**src/rtl/pat_gen_multi.sv**
```systemverilog
`default_nettype none
// ============================================================================
// Module   : pat_gen_multi
// Purpose  : Multi-mode test-pattern source (up-count, down-count, Galois
//            LFSR, walking-one) presented as a valid/ready stream, with a
//            wrap pulse and a saturating handshake counter.
// Options  : define PAT_GEN_ERR_INJ_EN to add inj_err_i, which flips bit 0
//            of exactly one word while the true sequence keeps running in a
//            shadow register.
// Revision : 1.0 - initial release
// ============================================================================
module pat_gen_multi #(
    parameter int unsigned        WIDTH_G     = 8,
    parameter int unsigned        CNT_W_G     = 16,
    parameter logic [WIDTH_G-1:0] LFSR_POLY_G = 8'hB8,
    parameter logic [WIDTH_G-1:0] SEED_G      = 8'h01
) (
    input  logic               clk_i,
    input  logic               rst_i,
    input  logic               en_i,
    input  logic               restart_i,
    input  logic [1:0]         mode_i,
    input  logic [WIDTH_G-1:0] lim_i,
    input  logic               ready_i,
`ifdef PAT_GEN_ERR_INJ_EN
    input  logic               inj_err_i,
`endif
    output logic [WIDTH_G-1:0] data_o,
    output logic               valid_o,
    output logic               wrap_o,
    output logic [CNT_W_G-1:0] word_cnt_o,
    output logic               busy_o
);

    localparam logic [1:0] C_MODE_UP   = 2'd0;
    localparam logic [1:0] C_MODE_DOWN = 2'd1;
    localparam logic [1:0] C_MODE_LFSR = 2'd2;

    typedef enum logic [1:0] {
        ST_IDLE = 2'd0,
        ST_LOAD = 2'd1,
        ST_RUN  = 2'd2
    } state_t;

    // A zero seed would lock the LFSR; a 1-bit word cannot rotate.
    generate
        if (SEED_G == '0) begin : g_seed_zero
            $error("pat_gen_multi: SEED_G must be nonzero");
        end
        if (WIDTH_G < 2) begin : g_width_small
            $error("pat_gen_multi: WIDTH_G must be at least 2");
        end
    endgenerate

    // Successor of d in the given mode; illegal states recover to a legal word.
    function automatic logic [WIDTH_G-1:0] next_val(input logic [1:0]         mode,
                                                     input logic [WIDTH_G-1:0] d,
                                                     input logic [WIDTH_G-1:0] lim);
        logic [WIDTH_G-1:0] nv;
        case (mode)
            C_MODE_UP:   nv = (d >= lim) ? '0 : d + 1'b1;
            C_MODE_DOWN: nv = ((d == '0) || (d > lim)) ? lim : d - 1'b1;
            C_MODE_LFSR: nv = (d == '0) ? SEED_G
                                        : ((d >> 1) ^ (d[0] ? LFSR_POLY_G : '0));
            default:     nv = ((d != '0) && ((d & (d - 1'b1)) == '0))
                                ? {d[WIDTH_G-2:0], d[WIDTH_G-1]}
                                : {{(WIDTH_G-1){1'b0}}, 1'b1};
        endcase
        return nv;
    endfunction

    // First word of a sequence; also the value that marks a wrap.
    function automatic logic [WIDTH_G-1:0] load_val(input logic [1:0]         mode,
                                                     input logic [WIDTH_G-1:0] lim);
        logic [WIDTH_G-1:0] lv;
        case (mode)
            C_MODE_UP:   lv = '0;
            C_MODE_DOWN: lv = lim;
            C_MODE_LFSR: lv = SEED_G;
            default:     lv = {{(WIDTH_G-1){1'b0}}, 1'b1};
        endcase
        return lv;
    endfunction

    state_t             state_q, state_d;
    logic [1:0]         mode_q, mode_d;
    logic [WIDTH_G-1:0] data_q, data_d;
    logic               wrap_q, wrap_d;
    logic [CNT_W_G-1:0] cnt_q, cnt_d;
    logic               pend_q, pend_d;

    logic               w_hs;
    logic [WIDTH_G-1:0] w_cur;
    logic [WIDTH_G-1:0] w_next;
    logic [WIDTH_G-1:0] w_out_next;

    assign w_hs   = (state_q == ST_RUN) & ready_i;
    assign w_next = next_val(mode_q, w_cur, lim_i);

`ifdef PAT_GEN_ERR_INJ_EN
    logic [WIDTH_G-1:0] shadow_q, shadow_d;

    // The sequence advances from the shadow so a corrupted word never propagates.
    assign w_cur      = shadow_q;
    assign w_out_next = w_next ^ {{(WIDTH_G-1){1'b0}}, inj_err_i};
`else
    assign w_cur      = data_q;
    assign w_out_next = w_next;
`endif

    // Next-state and datapath: LOAD initialises, RUN advances only on handshakes.
    always_comb begin
        state_d = state_q;
        mode_d  = mode_q;
        data_d  = data_q;
        wrap_d  = 1'b0;
        cnt_d   = cnt_q;
        pend_d  = pend_q;
`ifdef PAT_GEN_ERR_INJ_EN
        shadow_d = shadow_q;
`endif
        case (state_q)
            ST_IDLE: begin
                if (en_i) begin
                    state_d = ST_LOAD;
                end
            end
            ST_LOAD: begin
                mode_d  = mode_i;
                data_d  = load_val(mode_i, lim_i);
                cnt_d   = '0;
                pend_d  = 1'b0;
                state_d = ST_RUN;
`ifdef PAT_GEN_ERR_INJ_EN
                shadow_d = load_val(mode_i, lim_i);
`endif
            end
            ST_RUN: begin
                if (restart_i) begin
                    pend_d = 1'b1;
                end
                if (w_hs) begin
                    cnt_d = (&cnt_q) ? cnt_q : cnt_q + 1'b1;
                    if (!en_i) begin
                        state_d = ST_IDLE;
                    end else if (pend_q || restart_i) begin
                        state_d = ST_LOAD;
                    end else begin
                        data_d = w_out_next;
                        wrap_d = (w_next == load_val(mode_q, lim_i));
`ifdef PAT_GEN_ERR_INJ_EN
                        shadow_d = w_next;
`endif
                    end
                end
            end
            default: state_d = ST_IDLE;
        endcase
    end

    // State and datapath registers; reset clears everything immediately.
    always_ff @(posedge clk_i or posedge rst_i) begin
        if (rst_i) begin
            state_q <= ST_IDLE;
            mode_q  <= C_MODE_UP;
            data_q  <= '0;
            wrap_q  <= 1'b0;
            cnt_q   <= '0;
            pend_q  <= 1'b0;
        end else begin
            state_q <= state_d;
            mode_q  <= mode_d;
            data_q  <= data_d;
            wrap_q  <= wrap_d;
            cnt_q   <= cnt_d;
            pend_q  <= pend_d;
        end
    end

`ifdef PAT_GEN_ERR_INJ_EN
    // Shadow copy of the uncorrupted sequence value.
    always_ff @(posedge clk_i or posedge rst_i) begin
        if (rst_i) begin
            shadow_q <= '0;
        end else begin
            shadow_q <= shadow_d;
        end
    end
`endif

    assign data_o     = data_q;
    assign valid_o    = (state_q == ST_RUN);
    assign wrap_o     = wrap_q;
    assign word_cnt_o = cnt_q;
    assign busy_o     = (state_q != ST_IDLE);

endmodule
`default_nettype wire

```
**config.mk**
```make
export PLATFORM = sky130hd
export DESIGN_NAME = pat_gen_multi
export DESIGN_NICKNAME = d
export VERILOG_FILES = /design/src/rtl/pat_gen_multi.sv
export SDC_FILE = /design/constraint.sdc
export NUM_CORES = 1
export LEC_CHECK = 0
export CAP_MARGIN = 20
export CORE_ASPECT_RATIO = 1.4
export CORE_UTILIZATION = 50
export CTS_CLUSTER_SIZE = 8
export DETAILED_ROUTE_END_ITERATION = 16
export PLACE_DENSITY = 0.75
export REMOVE_ABC_BUFFERS = 1
export SLEW_MARGIN = 10
export SYNTH_ARGS = -nofsm -noshare
export SYNTH_HDL_FRONTEND = slang
export SYNTH_SLANG_ARGS = --single-unit
```
**constraint.sdc**
```tcl
create_clock -name clk_i -period 3.9 [get_ports clk_i]
set_clock_uncertainty 0.15 [all_clocks]
set_input_delay 0.78 -clock clk_i [delete_from_list [all_inputs] [get_ports clk_i]]
set_output_delay 0.78 -clock clk_i [all_outputs]
set_load 0.1 [all_outputs]
```
==> run_summary.xml <==
<?xml version="1.0" encoding="UTF-8"?>
<metrics>
  <group name="global_routing">
    <metric name="grtUsageMet1" unit="%">32.9</metric>
    <metric name="use_met3" unit="%">2.71</metric>
    <metric name="grt_max_degree" unit="">31</metric>
    <metric name="via_count_of_the_first_global_routing_pass" unit="">2729</metric>
    <metric name="met2_usage" unit="%">50.9</metric>
    <metric name="grt_first_pass_wirelength" unit="µm">12500</metric>
    <metric name="antenna_found_initial" unit="">0</metric>
    <metric name="remaining_overflow_grt" unit="">0</metric>
    <metric name="grt_util_all_layers" unit="%">28.8</metric>
    <metric name="grt_most_used_layer" unit="">met2</metric>
  </group>
  <group name="clocking">
    <metric name="clock_tree_from_tritoncts" unit="">yes</metric>
    <metric name="postCtsSetupBuffers" unit="">0</metric>
    <metric name="cts_made_buffers" unit="">5</metric>
    <metric name="root_buffer" unit="">sky130_fd_sc_hd__clkbuf_8</metric>
    <metric name="clock-sinks" unit="">30</metric>
    <metric name="cts_hold_buffers" unit="">0</metric>
    <metric name="cts.clk_slew.worst_paths" unit="ps">60</metric>
    <metric name="cts_max_level" unit="">2</metric>
    <metric name="worst_skew_late_latency" unit="ps">280</metric>
    <metric name="cts_buffer_depth" unit="">2</metric>
    <metric name="cts-resized-gates" unit="">0</metric>
  </group>
  <group name="sta">
    <metric name="finalSetupTns" unit="ps">0</metric>
    <metric name="hold_violations" unit="">0</metric>
    <metric name="final_critical_period" unit="ps">3620</metric>
    <metric name="slew-limit-headroom" unit="%">33.9</metric>
    <metric name="clock.fmax" unit="GHz">0.276</metric>
    <metric name="rsz0062_at_grt" unit="">false</metric>
    <metric name="finalSetupViolCount" unit="">0</metric>
    <metric name="timing.final.max_slew_violations" unit="">0</metric>
    <metric name="share_of_the_cycle_needed_by_the_critical_path_after_routing" unit="%">92.7</metric>
    <metric name="worst_pin_slew" unit="ps">988</metric>
  </group>
  <group name="logic_synthesis">
    <metric name="post_synth_instance_area" unit="mm²">0.00266</metric>
    <metric name="synth-seq-area-share" unit="%">28.3</metric>
    <metric name="synthesis.instances" unit="">324</metric>
    <metric name="synthesis.yosys.warnings" unit="">0</metric>
    <metric name="postSynthAreaPerCell" unit="µm²">8.20</metric>
    <metric name="synth_cell_type_count" unit="">64</metric>
    <metric name="yosys_most_used_dff" unit="">sky130_fd_sc_hd__dfrtp_1</metric>
    <metric name="number_of_synthesized_flops_with_an_enable_pin" unit="">0</metric>
    <metric name="number_of_register_bits_inferred_by_synthesis" unit="">30</metric>
    <metric name="synth_async_sr_flop_share" unit="%">100</metric>
  </group>
  <group name="status">
    <metric name="run_status" unit="">finished, final reports clean</metric>
  </group>
  <group name="setup_path">
    <metric name="critical_path_required" unit="ps">3960</metric>
    <metric name="crit_top_cell" unit="">sky130_fd_sc_hd__a21oi_1</metric>
    <metric name="max_stage_delay" unit="ps">480</metric>
    <metric name="timing.critical_path.to_type" unit="">flop</metric>
    <metric name="timing.critical_path.from_type" unit="">flop</metric>
    <metric name="crit_arrival" unit="ps">3680</metric>
    <metric name="worstPathMaxFanout" unit="">5</metric>
    <metric name="crit_slowest_cell" unit="">sky130_fd_sc_hd__or3_2</metric>
    <metric name="timing.critical_path.cells" unit="">or3_1 &gt; or3_2 &gt; or3_1 &gt; ha_1 &gt; nor4_2 &gt; and2_2 &gt; and2_4 &gt; a21oi_1 &gt; a21oi_1 &gt; o21ai_0 &gt; o2bb2a_1 &gt; a21oi_1</metric>
    <metric name="worstSetupPathType" unit="">reg2reg</metric>
  </group>
  <group name="min_path">
    <metric name="hold_path_class" unit="">reg2reg</metric>
  </group>
  <group name="routing">
    <metric name="drt-initial-drc-count" unit="">220</metric>
    <metric name="routedWlPerCell" unit="µm">16.7</metric>
    <metric name="detail_route_antenna_nets" unit="">0</metric>
    <metric name="avgViaCountPerCell" unit="">6.03</metric>
    <metric name="dr.pass1.iters" unit="">4</metric>
    <metric name="routed_wl" unit="µm">7460</metric>
    <metric name="post-route-drc-count" unit="">0</metric>
    <metric name="dr_total_vias" unit="">2702</metric>
  </group>
  <group name="cells_and_area">
    <metric name="final_core_occ" unit="%">63.6</metric>
    <metric name="num_antenna_cells" unit="">0</metric>
    <metric name="final_net_count" unit="">413</metric>
    <metric name="flow.area_growth_from_synthesis" unit="%">23.5</metric>
    <metric name="fin_area" unit="mm²">0.00328</metric>
    <metric name="final_layout_size_suffix_gt1_share" unit="%">15.2</metric>
  </group>
  <group name="floorplan">
    <metric name="ios" unit="">42</metric>
    <metric name="dieHeight" unit="µm">88.2</metric>
    <metric name="die_area" unit="mm²">0.00561</metric>
    <metric name="start_util" unit="%">51.5</metric>
    <metric name="core_area" unit="mm²">0.00516</metric>
    <metric name="horizontal_extent_of_the_die" unit="µm">63.6</metric>
    <metric name="rows" unit="">31</metric>
  </group>
  <group name="placement">
    <metric name="io_buffers" unit="">41</metric>
    <metric name="post_dp_cell_area" unit="mm²">0.00318</metric>
    <metric name="last_weighted_congestion_value_of_the_routability_driven_placer" unit="">0.953</metric>
    <metric name="place_hpwl" unit="µm">5760</metric>
  </group>
  <group name="power">
    <metric name="irDropWorstVdd" unit="mV">0.453</metric>
    <metric name="cellLeakagePower" unit="nW">1.37</metric>
    <metric name="p_per_area" unit="mW/mm²">844</metric>
  </group>
  <group name="run">
    <metric name="maxCapViolations" unit="">0</metric>
  </group>
</metrics>
## where the power goes
group	switching (mW)	leakage [nW]	internal, mW	total [mW]
Combinational	1.32	0.931	0.674	2.00
Sequential	0.130	0.391	0.385	0.515
Clock	0.116	0.0482	0.142	0.258
## cell usage after synthesis, types with 3 or more instances
library cell / number / area, µm²
sky130_fd_sc_hd__a22oi_1: 3 / 22.5
sky130_fd_sc_hd__o31ai_1: 3 / 22.5
sky130_fd_sc_hd__mux2_2: 3 / 33.8
sky130_fd_sc_hd__or2_2: 3 / 18.8
sky130_fd_sc_hd__dfrtp_1: 30 / 751
sky130_fd_sc_hd__a31oi_1: 5 / 31.3
sky130_fd_sc_hd__xnor2_1: 9 / 78.8
sky130_fd_sc_hd__o211ai_1: 3 / 22.5
sky130_fd_sc_hd__clkbuf_8: 4 / 55.1
sky130_fd_sc_hd__and4_1: 3 / 26.3
sky130_fd_sc_hd__nor2_1: 38 / 143
sky130_fd_sc_hd__nor3_1: 12 / 60.1
sky130_fd_sc_hd__clkbuf_1: 5 / 18.8
sky130_fd_sc_hd__nor4_1: 3 / 18.8
sky130_fd_sc_hd__nand2_1: 26 / 97.6
sky130_fd_sc_hd__o21ai_0: 14 / 70.1
sky130_fd_sc_hd__nand4_1: 11 / 68.8
sky130_fd_sc_hd__a21o_1: 3 / 22.5
sky130_fd_sc_hd__xor2_1: 13 / 114
sky130_fd_sc_hd__nand2b_1: 3 / 18.8
sky130_fd_sc_hd__nand3_1: 13 / 65.1
sky130_fd_sc_hd__a221oi_1: 3 / 26.3
sky130_fd_sc_hd__inv_1: 14 / 52.6
sky130_fd_sc_hd__a21oi_1: 28 / 140
sky130_fd_sc_hd__ha_1: 17 / 213
sky130_fd_sc_hd__or3_1: 6 / 37.5
## flip-flops by register name, summed over array words and instances (netlist names)
register and flops:
data_o 8, mode_q 2, pend_q 1, state_q 2
word_cnt_o 16, wrap_o 1
## worst max-delay path: cells and delay by family, from the launching register on
| kind | cells | cell delay, ps |
|---|---|---|
| DFF | 1 | 380 |
| AOI/OAI and AO/OA | 5 | 840 |
| adders and majority gates | 1 | 190 |
| and+or+nand+nor | 6 | 1970 |
## layout make-up
| type | count | area [µm²] |
|---|---|---|
| clock inverters | 1 | 5.00 |
| fillers | 463 | 1880 |
| inverters | 16 | 60.1 |
| multi-input cells | 267 | 1760 |
| clock buffers | 7 | 86.3 |
| flip-flops and latches | 30 | 751 |
| repair buffers | 61 | 541 |
| well taps | 66 | 82.6 |
## per-stage QoR
step,setup slack (ps),instances,power (mW),hold slack (ps)
2_1_floorplan,-37.7,313,1.92,315
5_1_grt,1.28,448,2.96,391
3_3_place_gp,130,440,2.46,346
4_1_cts,229,448,2.75,373
6_report,283,448,2.77,372
3_5_place_dp,57.7,440,2.48,358
## worst paths after layout
kind	to	slack (ps)	cells after the start	start
max	data_o[4]	280	12	data_o[1]
max in group asynchronous	word_cnt_o[9]	2600	3	rst_i
min	state_q[0]	370	1	state_q[1]
min in group asynchronous	data_o[6]	720	3	rst_i
max reg2reg	data_o[4]	280	12	data_o[1]
min reg2reg	state_q[0]	370	1	state_q[1]
## placed cells by master (no fill, tap or decap), types with 2 or more instances in the layout
cell type,count
sky130_fd_sc_hd__a22oi_1,3
sky130_fd_sc_hd__clkbuf_8,6
sky130_fd_sc_hd__dfrtp_1,30
sky130_fd_sc_hd__and4_1,3
sky130_fd_sc_hd__inv_1,14
sky130_fd_sc_hd__nor3_1,12
sky130_fd_sc_hd__buf_4,28
sky130_fd_sc_hd__clkinv_1,2
sky130_fd_sc_hd__clkdlybuf4s50_1,33
sky130_fd_sc_hd__nand3_1,13
sky130_fd_sc_hd__o211ai_1,3
sky130_fd_sc_hd__nand4_1,11
sky130_fd_sc_hd__or3_1,6
sky130_fd_sc_hd__nor4_1,2
sky130_fd_sc_hd__a31oi_1,5
sky130_fd_sc_hd__or4_4,2
sky130_fd_sc_hd__xnor2_1,9
sky130_fd_sc_hd__or2_2,3
sky130_fd_sc_hd__nand2_1,26
sky130_fd_sc_hd__nand2b_1,3
sky130_fd_sc_hd__o21ai_0,14
sky130_fd_sc_hd__ha_1,17
sky130_fd_sc_hd__nor2_1,38
sky130_fd_sc_hd__nand2_2,2
sky130_fd_sc_hd__a21oi_1,28
sky130_fd_sc_hd__a221oi_1,3
sky130_fd_sc_hd__nor2b_1,2
sky130_fd_sc_hd__xor2_1,13
sky130_fd_sc_hd__o21a_1,2
sky130_fd_sc_hd__mux2i_1,2
sky130_fd_sc_hd__a211o_1,2
sky130_fd_sc_hd__a21o_1,3
sky130_fd_sc_hd__a31o_2,2
sky130_fd_sc_hd__o31ai_1,3
sky130_fd_sc_hd__a2111oi_0,2
sky130_fd_sc_hd__mux2_2,3
sky130_fd_sc_hd__nand3b_1,2
## per-layer routing
metal	up-vias	part of all wire, %
li1	1310	-
met3	37	5.2
met1	1245	39
met4	0	5.5
met5	-	0
met2	110	51
## cell families after synthesis
family | count (synthesis) | share of synthesized area [%]
simple gates | 135 | 26.3
compound gates | 88 | 22.2
flops | 30 | 28.3
buf+inv | 27 | 5.89
xor+xnor | 22 | 7.25
fa+ha+maj | 17 | 8.01
mux | 5 | 2.03
Power figures use the tool's default switching activity.
